--- src/rtl/serving_ram_arb.sv ---
// serving_ram_arb
//   Shares one byte-wide, 1-cycle registered-read SRAM between the CPU
//   instruction bus and data bus. Each 32-bit Wishbone-classic access is
//   arbitrated in IDLE, run as four byte accesses in RUN, and acked for one
//   cycle in ACK. Read bytes are assembled little-endian into a word.
//
//   Ports
//     i_clk, i_rst          clock, synchronous active-high reset
//     i_ibus_*/o_ibus_*     instruction bus (read only): adr, cyc / rdt, ack
//     i_dbus_*/o_dbus_*     data bus: adr, dat, sel, we, cyc / rdt, ack
//     o_ram_w*              RAM byte write port: waddr, wdata, wen
//     o_ram_r*, i_ram_rdata RAM byte read port: raddr, ren / rdata (+1 cycle)
//
//   Build option
//     SERVING_RAM_ARB_RR_EN  round-robin on simultaneous requests
//                            (undefined: dbus has fixed priority)
module serving_ram_arb #(
   parameter int depth = 256,
   parameter int aw    = $clog2(depth)
) (
   input  logic          i_clk,
   input  logic          i_rst,
   input  logic [aw-3:0] i_ibus_adr,
   input  logic          i_ibus_cyc,
   output logic [31:0]   o_ibus_rdt,
   output logic          o_ibus_ack,
   input  logic [aw-3:0] i_dbus_adr,
   input  logic [31:0]   i_dbus_dat,
   input  logic [3:0]    i_dbus_sel,
   input  logic          i_dbus_we,
   input  logic          i_dbus_cyc,
   output logic [31:0]   o_dbus_rdt,
   output logic          o_dbus_ack,
   output logic [aw-1:0] o_ram_waddr,
   output logic [7:0]    o_ram_wdata,
   output logic          o_ram_wen,
   output logic [aw-1:0] o_ram_raddr,
   output logic          o_ram_ren,
   input  logic [7:0]    i_ram_rdata
);

   typedef enum logic [1:0] {IDLE, RUN, ACK} state_t;

   // Request latched at grant; RUN only looks at this copy.
   typedef struct packed {
      logic [aw-3:0] adr;
      logic          we;
      logic [31:0]   dat;
      logic [3:0]    sel;
      logic          dbus;
   } req_t;

   state_t      state, state_nxt;
   req_t        req;
   logic [2:0]  cnt;
   logic [31:0] rdat;
   logic        any_cyc;
   logic        gnt_dbus;
   logic        run_done;
   logic [1:0]  byte_i;
   logic [1:0]  cap_i;

   assign any_cyc = i_ibus_cyc | i_dbus_cyc;
   assign byte_i  = cnt[1:0];
   // Read data lags the address by one cycle, so cnt 1..4 fills bytes 0..3.
   assign cap_i   = cnt[1:0] - 2'd1;
   // Reads need a fifth cycle to capture the last byte.
   assign run_done = req.we ? (cnt == 3'd3) : (cnt == 3'd4);

`ifdef SERVING_RAM_ARB_RR_EN
   logic last_dbus;

   // On a tie, hand the grant to whoever did not get it last time.
   assign gnt_dbus = i_dbus_cyc & (~i_ibus_cyc | ~last_dbus);

   always_ff @(posedge i_clk) begin
      if (i_rst)
         last_dbus <= 1'b0;
      else if (state == IDLE && any_cyc)
         last_dbus <= gnt_dbus;
   end
`else
   assign gnt_dbus = i_dbus_cyc;
`endif

   // State and datapath registers
   always_ff @(posedge i_clk) begin
      if (i_rst) begin
         state <= IDLE;
         cnt   <= 3'd0;
         req   <= '0;
         rdat  <= 32'd0;
      end else begin
         state <= state_nxt;
         case (state)
            IDLE: begin
               cnt <= 3'd0;
               if (any_cyc) begin
                  if (gnt_dbus)
                     req <= '{adr: i_dbus_adr, we: i_dbus_we, dat: i_dbus_dat,
                              sel: i_dbus_sel, dbus: 1'b1};
                  else
                     req <= '{adr: i_ibus_adr, we: 1'b0, dat: 32'd0,
                              sel: 4'd0, dbus: 1'b0};
               end
            end
            RUN: begin
               cnt <= cnt + 3'd1;
               if (!req.we && cnt != 3'd0)
                  rdat[8*cap_i +: 8] <= i_ram_rdata;
            end
            default: ;
         endcase
      end
   end

   // Next state
   always_comb begin
      state_nxt = state;
      case (state)
         IDLE:    if (any_cyc) state_nxt = RUN;
         RUN:     if (run_done) state_nxt = ACK;
         ACK:     state_nxt = IDLE;
         default: state_nxt = IDLE;
      endcase
   end

   // Outputs
   always_comb begin
      o_ram_waddr = '0;
      o_ram_wdata = 8'd0;
      o_ram_wen   = 1'b0;
      o_ram_raddr = '0;
      o_ram_ren   = 1'b0;
      o_ibus_ack  = 1'b0;
      o_dbus_ack  = 1'b0;
      case (state)
         RUN: begin
            if (req.we) begin
               o_ram_waddr = {req.adr, byte_i};
               o_ram_wdata = req.dat[8*byte_i +: 8];
               o_ram_wen   = req.sel[byte_i];
            end else if (cnt != 3'd4) begin
               o_ram_raddr = {req.adr, byte_i};
               o_ram_ren   = 1'b1;
            end
         end
         ACK: begin
            o_dbus_ack = req.dbus;
            o_ibus_ack = ~req.dbus;
         end
         default: ;
      endcase
   end

   assign o_ibus_rdt = rdat;
   assign o_dbus_rdt = rdat;

endmodule

--- config.mk ---
export PLATFORM = sky130hd
export DESIGN_NAME = serving_ram_arb
export DESIGN_NICKNAME = d
export VERILOG_FILES = /design/src/rtl/serving_ram_arb.sv
export SDC_FILE = /design/constraint.sdc
export NUM_CORES = 1
export LEC_CHECK = 0
export ABC_AREA = 0
export CAP_MARGIN = 20
export CELL_PAD_IN_SITES_DETAIL_PLACEMENT = 1
export CELL_PAD_IN_SITES_GLOBAL_PLACEMENT = 1
export CORE_ASPECT_RATIO = 0.6
export CORE_MARGIN = 2
export CORE_UTILIZATION = 33
export CTS_BUF_LIST = sky130_fd_sc_hd__clkbuf_16
export DETAILED_ROUTE_END_ITERATION = 8
export GPL_TIMING_DRIVEN = 0
export PLACE_DENSITY_LB_ADDON = 0.1
export SLEW_MARGIN = 30
export SYNTH_ARGS = -nofsm -noshare
export SYNTH_HDL_FRONTEND = slang
export SYNTH_SLANG_ARGS = --single-unit
--- constraint.sdc ---
create_clock -name i_clk -period 2.7 [get_ports i_clk]
set_input_delay 0.81 -clock i_clk [delete_from_list [all_inputs] [get_ports i_clk]]
set_output_delay 0.81 -clock i_clk [all_outputs]
set_load 0.005 [all_outputs]
-- Yosys cells after proc, flatten, opt, wreduce, memory -nomap -nowiden
Cells that the tools add are included.
- input port bits: 61
- output and inout port bits: 92
- register bits after elaboration: 81
- logic and storage cells: 55
- bitwise gates (word level): 2
- multiplexer cells: 23
- reductions and logical operators: 8
- order comparisons: 1
- equality and inequality tests: 7
- add/sub/neg operators: 3
- shift-type cells: 3
- operator list (operator ; count):
    8-bit two-way mux ; 7
    44-bit two-way mux ; 1
    5-bit negator with 34-bit output ; 1
    8-bit by 34-bit variable shift with 32-bit output (first input constant) ; 1
    8-bit by 34-bit indexed part select with 32-bit output ; 1
    32-bit bitwise mux ; 1
    32-bit by 6-bit indexed part select with 8-bit output ; 1
    1-bit two-way mux ; 9
    3-bit one-hot mux with 2 select lines ; 1
    2-bit AND reduction ; 3
    2-bit two-way mux ; 2
    2-bit inequality test (second input constant) ; 2
    2-bit one-hot mux with 2 select lines ; 1
    3-bit by 1-bit adder with 3-bit output (second input constant) ; 1
    3-bit by 2-bit equality test with 1-bit output (second input constant) ; 1
    3-bit equality test (second input constant) ; 1
    2-bit by 3-bit less-than comparator with 1-bit output (second input constant) ; 1
    3-bit inequality test (second input constant) ; 1
    3-bit nonzero test ; 1
    1-bit binary-select mux with 2-bit select ; 1
    2-bit by 1-bit equality test with 1-bit output (second input constant) ; 1
    2-bit equality test (second input constant) ; 1
    2-bit zero test ; 1
    2-bit nonzero test ; 1
    5 further kinds ; 5

-- Logic depth before layout (Yosys ltp)
Gate-level depths: netlist of the first run.
- depth in word-level cells: 4
- mapped depth: 8
- gate-level depth less buffers: 5

-- Worst setup path before layout of the first run
No wires, ideal clock.
- path kind: reg-to-output
- from: reg cnt[1]
- to: out o_ram_raddr[0]
- path slack: 233 ps
- data arrival time: 1657 ps
- path buffers: 1
- stages on the path, launching flop included: 6
- data required time: 1890 ps
- cells stage by stage: dfxtp_1 > buf_1 > inv_1 > ha_1 > a211oi_2 > and2_1
- cells in the longest elaborated chain, start to end: 4
- ends and longest elaborated chain (item ; line ; text):
    from (decl) ; 55 ; logic [2:0] cnt;
    from (signal assigned) ; 108 ; cnt <= cnt + 3'd1;
    3-bit inequality test ; 143 ; end else if (cnt != 3'd4) begin
    8-bit two-way mux ; 143 ;
    8-bit two-way mux ; 139 ; if (req.we) begin
    8-bit two-way mux ; 137 ; case (state)
    to (decl) ; 37 ; output logic [aw-1:0] o_ram_raddr,
No other way between the ends.

-- Worst setup path after layout of the first run
- from: reg cnt[0]
- to: out o_ram_wdata[3]
- cells in the longest elaborated chain, start to end: 3
- ends and longest elaborated chain (item ; line ; text):
    32-bit by 6-bit indexed part select with 8-bit output ; 141 ; o_ram_wdata = req.dat[8*byte_i +: 8];
    8-bit two-way mux ; 139 ;
    8-bit two-way mux ; 137 ;
    to (decl) ; 35 ; output logic [7:0] o_ram_wdata,
No other way between the ends.

==> results of run 1 <==
-- tightest hold or removal path, cell delays in order, from the launching register on --
cell	delay (ns)
dfxtp_1	0.30
o21ai_0	0.06
a21oi_1	0.06
-- area by class of cell --
class,instances,area share (%)
flip-flops and latches,81,25.1
plain buffers,69,8.07
repair buffers,168,25.3
clock buffers,9,3.47
well taps,165,3.18
clock inverters,7,1.35
inverters,3,0.231
multi-input cells,313,33.3
-- worst paths after layout --
check,slack (ns),endpoint,cells past startpoint,start
hold reg to reg,0.48,req[2]$_SDFFE_PP0P_,2,req[2]$_SDFFE_PP0P_
setup / recovery,0.03,o_ram_wdata[3],5,cnt[0]$_SDFFE_PP0P_
hold / removal,0.48,req[2]$_SDFFE_PP0P_,2,req[2]$_SDFFE_PP0P_
setup reg to reg,0.76,o_dbus_rdt[23]$_SDFFE_PP0P_,8,cnt[0]$_SDFFE_PP0P_
-- stage by stage --
| step | cell area [um^2] | power [mW] | setup WS (ns) | setup TNS (ns) |
|---|---|---|---|---|
| floorplan | 4230 | 1.55 | 0.233 | 0 |
| global placement | 5950 | 1.75 | -1.02 | -10.05 |
| detailed placement | 5950 | 1.76 | -1.06 | -10.90 |
| CTS | 6450 | 3.13 | 0.00245 | 0 |
| global route | 6500 | 3.25 | 0.00145 | 0 |
| finish | 6500 | 3.14 | 0.0328 | 0 |
-- layer usage --
layer | track usage (%) | part of all wire, %
met2 | 33.1 | 42
met3 | 7.31 | 8.8
met5 | 0 | 0
met4 | 5.42 | 0.91
met1 | 32.4 | 49
-- registers in the layout, indices dropped and copies added, names as in the netlist --
register,count
cnt,3
state,2
o_dbus_rdt,32
req,44
-- kinds of logic (layout without fill, tap and decap cells) --
kind of cell | count (synthesis) | in the layout | synth area share (%)
muxes | 40 | 40 | 12.1
buffers and inverters | 73 | 256 | 11.7
and+or+nand+nor | 154 | 154 | 21.6
adders and majority gates | 8 | 8 | 2.37
AOI/OAI and AO/OA | 110 | 110 | 13.7
DFF | 81 | 81 | 38.3
xor gates and xnor gates | 1 | 1 | 0.207
-- what timing repair did --
item,CTS,global route
setup buffers,11,6
resized for setup,85,9
endpoints found under the setup margin,26,16
cloned,1,0
pin swaps,4,1
-- power groups by stage --
stage	Clock [mW]	Sequential, mW	Combinational, mW
finish	1.32	1.28	0.536
global route	1.39	1.28	0.578
CTS	1.33	1.28	0.521
detailed placement	0	1.30	0.458
global placement	0	1.30	0.447
floorplan	0	1.29	0.258
-- cells in the mapped netlist --
cell type,n,area share [%]
a21oi_1,54,6.4
mux4_2,9,4.8
o31ai_1,1,0.18
o21ai_0,46,5.4
nor3_4,1,0.38
buf_6,11,2.9
buf_1,1,0.089
nor3b_2,1,0.30
nor2b_1,10,1.5
or2_2,2,0.30
and3_1,16,2.4
o21ai_1,1,0.12
and4b_1,1,0.24
or3_1,1,0.15
nand4b_1,8,1.7
clkbuf_2,1,0.12
nor3b_1,1,0.18
ha_1,8,2.4
xnor2_1,1,0.21
nor3b_4,1,0.44
inv_1,3,0.27
a22oi_1,1,0.18
nand3b_1,2,0.35
buf_2,6,0.71
clkbuf_1,16,1.4
and3b_1,1,0.21
and2_1,10,1.5
nand2b_4,1,0.33
buf_4,35,6.2
a211oi_1,6,1.1
a211oi_2,1,0.30
nor2b_2,1,0.21
nor2_1,5,0.44
nand2b_1,24,3.5
dfxtp_1,81,38
mux2i_1,31,7.3
nor4b_2,2,0.71
nor4b_4,2,1.1
nand2_1,63,5.6
nor3_1,1,0.12
==> flow_summary.yaml, run 1 <==
worst_setup_path:
  critPathKind: "flip-flop to output pin"
  critPathBufInv: 3
  cp_cell_sequence: "buf_12, buf_12, mux4_2, and3_4, dlygate4sd2_1"
  crit_required_ns: 1.89
  slowest_delay_ns: 0.49
  crit_family: "multiplexers"
  arrival_ns: 1.86
  slowest_stage: "mux4_2"
  startpoint_type: "flip-flop"
  cp_common_cell: "buf_12"
  cp_max_fo: 6
  crit_path_end_kind: "output pin"
timing:
  skew_ns: 0.00873
  slew_headroom_pct: 57.8
  tightest_slew_ns: 0.633
  achievable-frequency_mhz: 375
  layout_min_cycle_time_ns: 2.67
  rsz0062_at_grt: "false"
  min_period_over_period_pct: 98.8
  finalHoldViolations: 0
  drv_slew: 0
  setup_viol: 0
  hold_slack_ns: 0.481
pwr:
  seqPwrFrac_pct: 40.8
  p_leak_nw: 2.50
  ir_drop_mv: 0.327
  power_density_nw_per_um2: 483
  power_frac_clock_pct: 42.1
  p_comb_share_pct: 17.1
  swShare_pct: 26.2
  cellInternalPower_mw: 2.32
  p_sw_mw: 0.822
final_layout:
  syn_to_final_growth_pct: 53.6
  multi_input_area_um2: 2170
  final_layout_size_suffix_gt1_share_pct: 20.2
  num-fill-cells: 1398
  regArea_um2: 1630
  antenna_cells: 0
  utilization_pct: 52.9
  layout.nets: 714
  final_cell_mix: "132 x clkdlybuf4s50_1, 78 x dfxtp_1, 63 x nand2_1"
  final_common_cell: "clkdlybuf4s50_1"
  stdcell_count: 815
logic_synthesis:
  synthCells: 467
  postSynthAreaPerCell_um2: 9.06
  netlist_area_um2: 4230
  syn-num-nets: 536
  ys_seq_area_share_pct: 38.3
  synth.distinct_cells: 40
  ys_ff_latch: 81
  ys_warn_count: 0
status:
  status: "finished clean"
floorplan:
  pin_count: 153
  die_area_um2: 13800
  die_x_um: 150
  initial_utilization_pct: 34.4
  rows: 31
  core_area_um2: 12300
  die_h_um: 91.7
placed_design:
  io_buffer_count: 151
  place.gp.congestion: 0.792
  placed_cells: 783
  dpl.hpwl_um: 11200
global_routing:
  grt-ovfl-total: 0
  grt_pass1_vias: 4269
  grt_use_total_pct: 22.7
  grt_max_degree: 14
  grt_pass1_wl_um: 23700
  antenna_found_initial: 0
routing:
  drt_pass1_iterations: 4
  drc_errors: 0
  num_vias: 4057
  routed_wl_um: 15300
  drt-initial-drc-count: 168
  drt-wirelength-per-cell_um: 18.8
  viasPerCell: 4.98
  postRouteAntennaNets: 0
clock_tree:
  ctsHoldBuffers: 0
  path_clk_slew_ns: 0.06
  ctsLongestPathBuffers: 2
  numCtsBuffers: 9
  cts_tree: "built"
  cts_root_buf: "clkbuf_16"
  cts_sinks: 81
  htree_levels: 3
  insertion_delay_ns: 0.35
worst_hold_path:
  holdCritPathClass: "flip-flop to flip-flop"
run:
  cap_viol_max_count: 0
No activity file was read; power rests on OpenSTA's default activity.
==> inputs of run 2 (changes only) <==
- GPL_TIMING_DRIVEN: 0 -> not set
- HOLD_SLACK_MARGIN: not set -> 0.15
==> run 2 against run 1 <==
Clock skew is 0.0015 ns lower; sequential share of layout area is 1.9 points higher; combinational power is 9.3% lower; sequential power hardly changed; register-to-register slack worse by 0.03 ns; non-clock buffer count is 52 lower; setup slack worse by 0.00069 ns.
==> flow_summary.yaml, run 2 (synthesis results as in run 1) <==
worst_hold_path:
  holdCritPathClass: "flip-flop to flip-flop"
  min_path_cells: 2
routing:
  drt_pass1_iterations: 4
  num_vias: 3805
  postRouteAntennaNets: 0
  drc_errors: 0
  routed_wl_um: 13700
  drt-wirelength-per-cell_um: 18.1
  viasPerCell: 5.00
  drt-initial-drc-count: 167
worst_setup_path:
  startpoint_type: "flip-flop"
  crit_family: "buffers and inverters"
  critPathKind: "flip-flop to output pin"
  r2r_cells: 6
  crit_path_end_kind: "output pin"
  slowest_delay_ns: 0.48
  path_depth: 5
  crit_required_ns: 1.89
  critPathBufInv: 3
  cp_cell_sequence: "buf_4, buf_8, mux4_2, and3_1, dlygate4sd2_1"
  slowest_stage: "mux4_2"
  arrival_ns: 1.86
  cp_max_fo: 7
pwr:
  ir_drop_mv: 0.268
  power_frac_clock_pct: 39.7
  cellInternalPower_mw: 2.19
  swShare_pct: 25.4
  seqPwrFrac_pct: 43.8
  power_density_nw_per_um2: 485
  p_comb_share_pct: 16.6
  p_leak_nw: 2.21
  p_sw_mw: 0.747
clock_tree:
  ctsHoldBuffers: 0
  ctsLongestPathBuffers: 2
  numCtsBuffers: 9
  cts_root_buf: "clkbuf_16"
  htree_levels: 3
  insertion_delay_ns: 0.33
  cts_tree: "built"
  cts_sinks: 81
  path_clk_slew_ns: 0.06
global_routing:
  antenna_found_initial: 0
  grt_util_met1_pct: 29.6
  grt_use_total_pct: 20.2
  grt_pass1_vias: 3899
  use_met2_pct: 29.0
  busiest_layer: "met1"
  grt_pass1_wl_um: 21200
  grt-ovfl-total: 0
  grtUsageMet3_pct: 6.22
  grt_max_degree: 40
placed_design:
  dpl.hpwl_um: 9970
  placed_cells: 734
  io_buffer_count: 152
  postPlaceCellArea_um2: 5630
  place.gp.congestion: 0.738
timing:
  finalHoldViolations: 0
  min_period_over_period_pct: 98.8
  slew_headroom_pct: 49.9
  tightest_slew_ns: 0.748
  setup_viol: 0
  layout_min_cycle_time_ns: 2.67
  skew_ns: 0.00728
  achievable-frequency_mhz: 375
  hold_slack_ns: 0.474
  rsz0062_at_grt: "true"
  drv_slew: 0
floorplan:
  rows: 31
  pin_count: 153
  die_h_um: 91.7
  die_area_um2: 13800
  core_area_um2: 12300
  initial_utilization_pct: 34.4
  die_x_um: 150
final_layout:
  design_area_um2: 6050
  stdcell_count: 761
  syn_to_final_growth_pct: 43.0
  final_common_cell: "clkdlybuf4s50_1"
  regMostFlops: "req"
  antenna_cells: 0
  final_layout_size_suffix_gt1_share_pct: 15.4
  layout.nets: 662
  final_cell_mix: "133 x clkdlybuf4s50_1, 76 x dfxtp_1, 63 x nand2_1"
  largest_register_ffs: 44
run:
  cap_viol_max_count: 0
status:
  status: "finished clean"
==> run 2: changes by cell type in the layout (fill, tap and decap cells not counted), moves of 3 or more <==
cell           delta
buf_2            -11
and2_4            -4
buf_6             -7
and2_1            +4
buf_4            -24
dfxtp_2           +3
dlygate4sd2_1     -3
clkbuf_2          +8
clkbuf_1         -12
==> run 2: per-layer routing <==
metal / vias up / wire length [um]
li1: 1830 / -
met1: 1859 / 7160
met3: 9 / 795
met2: 107 / 5690
met5: - / 0
met4: 0 / 99
==> run 2: worst register-to-register path: cells and delay by family, from the launching register on <==
family	cells	cell delay (ns)
AND/OR/NAND/NOR	2	0.89
flip-flops	1	0.37
multiplexers	1	0.27
buffers and inverters	2	0.19
adder cells (fa/ha/maj)	1	0.17
==> run 2: repair_timing <==
item	in CTS	in global routing
cloned	1	0
hold endpoints to repair	0	0
endpoints found under the setup margin	26	19
setup buffers	6	6
pin swaps	1	4
resized for setup	38	32
==> run 2: cell type report <==
class	count	area [um^2]
clock buffer	9	225
clock inverter	5	50.0
fill	1404	6240
inverter	3	13.8
multi-input combinational	313	2160
sequential	81	1630
tap	165	206
timing repair buffer	185	1760
==> run 2: stage by stage <==
step / total power [mW] / TNS, ns / worst slack (ns) / utilization [%]
after floorplan: 1.55 / 0 / 0.233 / -
after global placement: 1.73 / 0 / 0.139 / 45.8
after detailed placement: 1.74 / 0 / 0.101 / 45.8
after CTS: 2.95 / -0.0415 / -0.0415 / 48.9
after global routing: 3.06 / -0.108 / -0.0520 / 49.2
final: 2.94 / 0 / 0.0321 / 49.2
==> run 2: power by group through the flow <==
stage / clock [mW] / combinational [mW] / sequential (mW)
final: 1.16 / 0.486 / 1.29
after CTS: 1.19 / 0.470 / 1.28
after floorplan: 0 / 0.258 / 1.29
after global routing: 1.24 / 0.529 / 1.29
after global placement: 0 / 0.425 / 1.31
after detailed placement: 0 / 0.435 / 1.31
==> run 2: final timing paths <==
kind,from,end,slack (ns)
worst min register to register,req[21]$_SDFFE_PP0P_,req[21]$_SDFFE_PP0P_,0.47
worst min-delay path,req[21]$_SDFFE_PP0P_,req[21]$_SDFFE_PP0P_,0.47
worst max register to register,cnt[0]$_SDFFE_PP0P_,o_dbus_rdt[15]$_SDFFE_PP0P_,0.73
worst max-delay path,cnt[0]$_SDFFE_PP0P_,o_ram_wdata[5],0.03
